## src/rtl/deco_3_8_seq.sv

```systemverilog
// Sequenced 3-to-8 decoder: queues {valid, y} words in a FIFO and replays each as a one-hot A held HOLD cycles.
// Optional macro DEC_GAP_EN inserts a one-cycle zero gap after every word.
module deco_3_8_seq #(
    parameter int HOLD  = 4,
    parameter int DEPTH = 4
) (
    input  logic                     clk,
    input  logic                     rst_n,
    input  logic                     in_valid,
    output logic                     in_ready,
    input  logic [2:0]               y,
    input  logic                     valid,
    output logic [7:0]               A,
    output logic                     busy,
    output logic                     done,
    output logic [$clog2(DEPTH):0]   level,
    output logic [1:0]               o_dbg_state
);
    localparam int AW = $clog2(DEPTH);
    localparam int PW = AW + 1;
    localparam logic [3:0] CNT_LOAD = 4'(HOLD - 1);

    typedef enum logic [1:0] {
        S_IDLE  = 2'd0,
        S_DRIVE = 2'd1
`ifdef DEC_GAP_EN
        ,
        S_GAP   = 2'd2
`endif
    } state_t;

    state_t        r_state;
    logic [3:0]    r_cnt;
    logic [7:0]    r_a;
    logic          r_done;
    logic [PW-1:0] r_wr_ptr;
    logic [PW-1:0] r_rd_ptr;
    logic [3:0]    r_mem [DEPTH];

    logic          w_full;
    logic          w_empty;
    logic          w_push;
    logic          w_pop;
    logic [3:0]    w_head;
    logic [7:0]    w_dec;

    // Handshake: a word transfers on a rising edge where in_valid && in_ready;
    // in_ready is !full from registered pointers only, so a same-cycle pop never frees a slot.
    assign w_full   = (r_wr_ptr[AW] != r_rd_ptr[AW]) && (r_wr_ptr[AW-1:0] == r_rd_ptr[AW-1:0]);
    assign w_empty  = (r_wr_ptr == r_rd_ptr);
    assign w_push   = in_valid && !w_full;
    assign w_head   = r_mem[r_rd_ptr[AW-1:0]];
    assign w_dec    = w_head[3] ? (8'b1 << w_head[2:0]) : 8'h00;

    assign in_ready    = !w_full;
    assign level       = r_wr_ptr - r_rd_ptr;
    assign A           = r_a;
    assign done        = r_done;
    assign busy        = (r_state != S_IDLE);
    assign o_dbg_state = r_state;

    always_comb begin
        w_pop = 1'b0;
        case (r_state)
            S_IDLE:  w_pop = !w_empty;
`ifdef DEC_GAP_EN
            S_DRIVE: w_pop = 1'b0;
            S_GAP:   w_pop = !w_empty;
`else
            S_DRIVE: w_pop = (r_cnt == 4'd0) && !w_empty;
`endif
            default: w_pop = 1'b0;
        endcase
    end

    always_ff @(posedge clk) begin
        if (w_push) begin
            r_mem[r_wr_ptr[AW-1:0]] <= {valid, y};
        end
    end

    always_ff @(posedge clk) begin
        if (!rst_n) begin
            r_wr_ptr <= '0;
            r_rd_ptr <= '0;
            r_state  <= S_IDLE;
            r_cnt    <= 4'd0;
            r_a      <= 8'h00;
            r_done   <= 1'b0;
        end else begin
            if (w_push) begin
                r_wr_ptr <= r_wr_ptr + 1'b1;
            end
            if (w_pop) begin
                r_rd_ptr <= r_rd_ptr + 1'b1;
            end
            r_done <= 1'b0;
            if (w_pop) begin
                // done is raised on the edge that starts the final held cycle
                r_a     <= w_dec;
                r_cnt   <= CNT_LOAD;
                r_done  <= (HOLD == 1);
                r_state <= S_DRIVE;
            end else begin
                case (r_state)
                    S_DRIVE: begin
                        if (r_cnt != 4'd0) begin
                            r_cnt  <= r_cnt - 4'd1;
                            r_done <= (r_cnt == 4'd1);
                        end else begin
                            r_a <= 8'h00;
`ifdef DEC_GAP_EN
                            r_state <= S_GAP;
`else
                            r_state <= S_IDLE;
`endif
                        end
                    end
                    default: begin
                        r_a     <= 8'h00;
                        r_state <= S_IDLE;
                    end
                endcase
            end
        end
    end
endmodule

```

## config.mk

```make
export PLATFORM = sky130hd
export DESIGN_NAME = deco_3_8_seq
export DESIGN_NICKNAME = d
export VERILOG_FILES = /design/src/rtl/deco_3_8_seq.sv
export SDC_FILE = /design/constraint.sdc
export NUM_CORES = 1
export LEC_CHECK = 0
export BUFFER_PORTS_ARGS = -buffer_cell sky130_fd_sc_hd__buf_2
export CAP_MARGIN = 20
export CORE_ASPECT_RATIO = 1.75
export CORE_MARGIN = 5
export CORE_UTILIZATION = 30
export CTS_BUF_LIST = sky130_fd_sc_hd__clkbuf_8
export CTS_CLUSTER_DIAMETER = 80
export DETAILED_ROUTE_END_ITERATION = 8
export PLACE_DENSITY = 0.51
export SYNTH_ARGS = -nofsm -noshare
export SYNTH_HDL_FRONTEND = slang
export SYNTH_SLANG_ARGS = --single-unit
```

## constraint.sdc

```tcl
create_clock -name clk -period 3.1 [get_ports clk]
set_input_delay 0.31 -clock clk [delete_from_list [all_inputs] [get_ports clk]]
set_output_delay 0.31 -clock clk [all_outputs]
set_load 0.02 [all_outputs]
```

==> results of run 1 <==
## sequential cells by signal (all words and copies together) (netlist names), named ones only
register,cells
r_mem,16
done,1
o_dbg_state,1
r_rd_ptr,3
r_cnt,4
A,8
r_wr_ptr,3
## layout make-up
type,count,area (um^2)
tap,76,95.1
fill,578,3500
clock buffer,5,68.8
timing repair buffer,21,105
multi-input combinational,81,688
inverter,12,45.0
sequential,38,921
clock inverter,3,68.8
## worst paths after layout
| check | start | end | slack [ps] |
|---|---|---|---|
| max | r_wr_ptr[0] | level[2] | 1090 |
| min | y[0] | r_mem[3][0] | 240 |
| max reg2reg | r_wr_ptr[0] | r_mem[2][0] | 1260 |
| min reg2reg | A[4] | A[4] | 450 |
## logic make-up after synthesis
| group | synth area share |
|---|---|
| compound gates | 0.0972 |
| mux | 0.0658 |
| other cells | 0.00224 |
| fa+ha+maj | 0.0793 |
| xor+xnor | 0.0359 |
| simple gates | 0.131 |
| buf+inv | 0.0381 |
| flops | 0.550 |
## routing by layer
layer	wire, um	vias up	GRT usage
met3	128	5	0.0289
li1	-	519	-
met1	1250	505	0.104
met4	39	0	0.0436
met5	0	-	0
met2	1700	24	0.177
## placed cells by master (no fill, tap or decap), types with 2 or more instances in the layout
master     netlist  final
edfxtp_1        16     16
nor2_1          10     10
o211a_1          2      2
ha_1             9      9
o31ai_1          2      2
nor3b_4          2      2
xnor2_1          4      4
nor3_1           3      3
dfxtp_1         22     22
o21ai_0          2      2
inv_1           11     11
bufinv_16        0      2
mux4_2           4      4
buf_2            0     21
a32o_2           2      2
a21oi_1          3      3
or3_1            2      2
o21ai_1          2      2
clkbuf_8         0      5
mux2i_1          2      2
a22o_1           2      2
nand2_1         11     11
and2_1           4      4
## power groups by stage
stage | Sequential, uW | Clock [uW] | Combinational [uW]
2_1_floorplan | 683 | 0 | 461
6_report | 667 | 497 | 613
3_5_place_dp | 682 | 0 | 620
4_1_cts | 669 | 510 | 624
3_3_place_gp | 678 | 0 | 603
5_1_grt | 682 | 536 | 680
## per-stage QoR
stage / cell area, um^2 / worst slack, ps / power, uW / hold WS [ps]
after detailed placement: 1850 / 1270 / 1300 / 443
after global placement: 1850 / 1330 / 1280 / 437
final: 1990 / 1090 / 1780 / 243
after CTS: 1990 / 1060 / 1800 / 234
after floorplan: 1670 / 1360 / 1140 / 409
after global routing: 1990 / 963 / 1900 / 230
## Yosys cell counts, drive strengths merged, types with 4 or more instances
cell and instances:
and2 4, edfxtp 16, inv 11, xnor2 4, mux4 4, nor2 11
o21ai 4, nand2 11, ha 9, dfxtp 22
## worst reg2reg max path: stages (launching register included)
cell,delay [ps]
dfxtp_1,390
inv_1,100
ha_1,330
nand2_1,200
o21a_1,240
and2_1,270
==> impl_metrics.yaml, run 1 <==
status:
  status: "finished clean"
timing:
  slew_headroom: 0.459
  timing.final.crit_share: 0.647
  clock.fmax_mhz: 498
  fin_setup_tns_ps: 0
  setup_viol_count_final: 0
  rsz0062_at_grt: "false"
  final.setup_skew_ps: 9.08
  hold_viol_final: 0
  drv_slew: 0
  finalWorstPathRequiredPeriod_ps: 2010
  tightest_slew_ps: 806
worst_setup_path:
  ff2ff_path_depth: 5
  slowest_stage: "dfxtp_1"
  critical_path_cell_count: 5
  critPathTopFamily: "adder cells"
  worstPathMaxFanout: 4
  startpoint_type: "register"
  cp.required_ps: 2790
  cpPeakStageDelay_ps: 390
  path_cells: "inv_1 > ha_1 > fa_1 > xnor2_1 > buf_2"
  critPathKind: "register to output port"
  crit_buf_inv: 2
  worstSetupEndpointType: "output port"
  timing.critical_path.arrival_ps: 1700
drt:
  dr_total_vias: 1053
  firstDrtPassIters: 4
  drc: 0
  vias_per_cell: 4.46
  detail_route.iter0.violations: 45
  totalWireLength_um: 3110
  drtAntennaViolNets: 0
  wl_per_cell_um: 13.2
cts:
  cts_buffers: 5
  cts_setup_buffers: 0
  clk_path_buf_depth: 2
  post_cts_resized: 0
  h-tree-depth: 2
  cts_tree: "built"
  cts-root-buf: "clkbuf_8"
  clk_pin_slew_ps: 80
  cts_sinks: 38
  holdBufCountCts: 0
  insertion_delay_ps: 280
grt:
  grt_max_degree: 14
  grt_pass1_wl_um: 5310
  overflow: 0
  grt_pass1_vias: 1126
  track_usage: 0.0987
  antenna_found_initial: 0
synth:
  ys_seq_area_frac: 0.550
  synthCells: 134
  synth_ff_type: "dfxtp_1"
  syn_area_um2: 1670
  async_reset_ff_frac: 0
  synth.largest_area_cell: "edfxtp_1"
  yosys.area.top_type_share: 0.287
  avgSynthCellArea_um2: 12.5
  synth-seq-cells: 38
  synth_area_leaders: "edfxtp_1, dfxtp_1, ha_1, mux4_2, inv_1"
  synth-edff-count: 16
  synth_warnings: 0
  syn_nets: 151
  synth.distinct_cells: 38
power_and_ir_drop:
  p_sw_uw: 603
  internal_power_uw: 1170
  p_leak_uw: 0.000807
  irDropWorstVdd_mv: 0.512
  seqPwrFrac: 0.375
  switching_share: 0.340
  p_per_area_nw_per_um2: 892
  clkPwrFrac: 0.280
  power_frac_comb: 0.345
worst_hold_path:
  holdPathStages: 1
  min-delay-path-class: "input port to register"
placed_design:
  io_buffers: 21
  gp_congestion: 0.753
  dp_hpwl_um: 2540
  dpl.cell_count: 228
cells_and_area:
  fin_util: 0.362
  final_layout_size_suffix_gt1_frac: 0.275
  fin_nets: 176
  area_delta_synth_final_pct: 19.1
  fin_cells: 236
  num_antenna_cells: 0
floorplan:
  num_rows: 36
  die-width_um: 66.5
  die_y_um: 109
  dieArea_um2: 7230
  ioPinCount: 23
  initial_utilization: 0.304
  core_area_um2: 5500
job:
  cap_viol_max_count: 0
Power figures use the tool's default switching activity.
==> run 2: changes to the inputs <==
--- a/config.mk
+++ b/config.mk
@@ -13,7 +13,7 @@
 export CTS_BUF_LIST = sky130_fd_sc_hd__clkbuf_8
 export CTS_CLUSTER_DIAMETER = 80
 export DETAILED_ROUTE_END_ITERATION = 8
-export PLACE_DENSITY = 0.51
+export PLACE_DENSITY = 0.53
 export SYNTH_ARGS = -nofsm -noshare
 export SYNTH_HDL_FRONTEND = slang
 export SYNTH_SLANG_ARGS = --single-unit
==> constraint.sdc (replaced) <==
create_clock -name clk -period 1.7 [get_ports clk]
set_input_delay 0.17 -clock clk [delete_from_list [all_inputs] [get_ports clk]]
set_output_delay 0.17 -clock clk [all_outputs]
set_load 0.02 [all_outputs]
==> impl_metrics.yaml, run 2 (synthesis gave the netlist of run 1 again) <==
cts:
  cts-root-buf: "clkbuf_8"
  holdBufCountCts: 0
  h-tree-depth: 2
  cts_sinks: 38
  insertion_delay_ps: 290
  clk_pin_slew_ps: 80
  cts_buffers: 5
  clk_path_buf_depth: 2
  cts_tree: "built"
timing:
  finalWorstPathRequiredPeriod_ps: 1690
  hold_viol_final: 0
  timing.final.crit_share: 0.992
  setup_viol_count_final: 0
  final.setup_skew_ps: 8.36
  rsz0062_at_grt: "true"
  clock.fmax_mhz: 593
  hold_ws_ps: 100
  drv_slew: 0
  fin_setup_tns_ps: 0
grt:
  antenna_found_initial: 0
  overflow: 0
  grt_max_degree: 14
  grt_pass1_vias: 1167
  track_usage: 0.102
  grt_pass1_wl_um: 5510
worst_setup_path:
  timing.critical_path.arrival_ps: 1520
  rrSetupSlack_ps: 50
  worstSetupEndpointType: "output port"
  startpoint_type: "register"
  cp.required_ps: 1530
  worstPathMaxFanout: 2
  critPathKind: "register to output port"
cells_and_area:
  multi_input_area_um2: 728
  fin_nets: 191
  seq_area_um2: 931
  design_area_um2: 2170
  area_delta_synth_final_pct: 29.5
  final_layout_size_suffix_gt1_frac: 0.440
  num_antenna_cells: 0
  layout_commonest_cell: "buf_2"
  fin_cells: 251
  largest_reg_flops: 16
  layout_common_cells: "buf_2, dfxtp_1, edfxtp_1"
  fill_cells: 566
drt:
  dr_total_vias: 1135
  totalWireLength_um: 3410
  firstDrtPassIters: 4
  drc: 0
  wl_per_cell_um: 13.6
  vias_per_cell: 4.52
  detail_route.iter0.violations: 44
  drtAntennaViolNets: 0
placed_design:
  dp_hpwl_um: 2580
  io_buffers: 21
  dpl_cell_area_um2: 1910
  gp_congestion: 0.829
  dpl.cell_count: 235
floorplan:
  die-width_um: 66.5
  num_rows: 36
  ioPinCount: 23
  die_y_um: 109
  initial_utilization: 0.304
  core_area_um2: 5500
  dieArea_um2: 7230
power_and_ir_drop:
  p_per_area_nw_per_um2: 1650
  p_leak_uw: 0.000887
  irDropWorstVdd_mv: 0.827
status:
  status: "finished clean"
job:
  cap_viol_max_count: 0
worst_hold_path:
  min-delay-path-class: "input port to register"
## run 2: cell types whose count changed in the layout (fill, tap and decap cells not counted), moves of 2 or more
| cell | change |
|---|---|
| ha_1 | -2 |
| inv_2 | +5 |
| and2_1 | -3 |
| buf_6 | +2 |
| ha_4 | +2 |
| buf_2 | -2 |
| dfxtp_1 | -6 |
| buf_4 | +15 |
| inv_1 | -5 |
| and2_2 | +2 |
| dfxtp_2 | +5 |
## run 2: cell type report
| type | count | area share |
|---|---|---|
| clock inverter | 3 | 0.0318 |
| inverter | 12 | 0.0208 |
| multi-input combinational | 81 | 0.336 |
| timing repair buffer | 36 | 0.106 |
| sequential | 38 | 0.430 |
| clock buffer | 5 | 0.0318 |
| tap | 76 | 0.0439 |
## run 2: what timing repair did
action / in CTS / in global routing
setup endpoints to repair: 5 / 27
setup buffers: 2 / 6
resized for setup: 16 / 10
pin swaps: 2 / 4
## run 2: worst paths after layout
| path | start | to | cells past startpoint |
|---|---|---|---|
| max | r_wr_ptr[0] | level[1] | 5 |
| max reg2reg | r_cnt[0] | r_cnt[3] | 6 |
| min | valid | r_mem[0][3] | 1 |
| min reg2reg | A[6] | A[6] | 2 |
## run 2: metrics by stage
step,utilization,total power (uW),setup slack (ps)
after global placement,0.347,2390,15.3
final,0.394,3580,13.9
after floorplan,-,2090,62.4
after global routing,0.394,3800,-25.9
after detailed placement,0.347,2430,-41.2
after CTS,0.381,3490,0.267
## run 2: worst max-delay path, cell delays in order, from the launching register on
cell and delay, ps:
dfxtp_2 340, inv_2 50, ha_4 150, fa_2 540, inv_2 40, buf_6 120
## run 2: routing by layer
metal	share of wire	GRT usage	wire length, um
met2	0.58	0.195	1970
met5	0	0	0
met4	0.013	0.0436	44
met1	0.36	0.0960	1240
met3	0.047	0.0309	159
## run 2: report_power, final
part	total (uW)	switching, uW	internal, uW
registers	1230	127	1100
clock network	921	333	588
logic	1440	753	682
total	3580	1210	2370
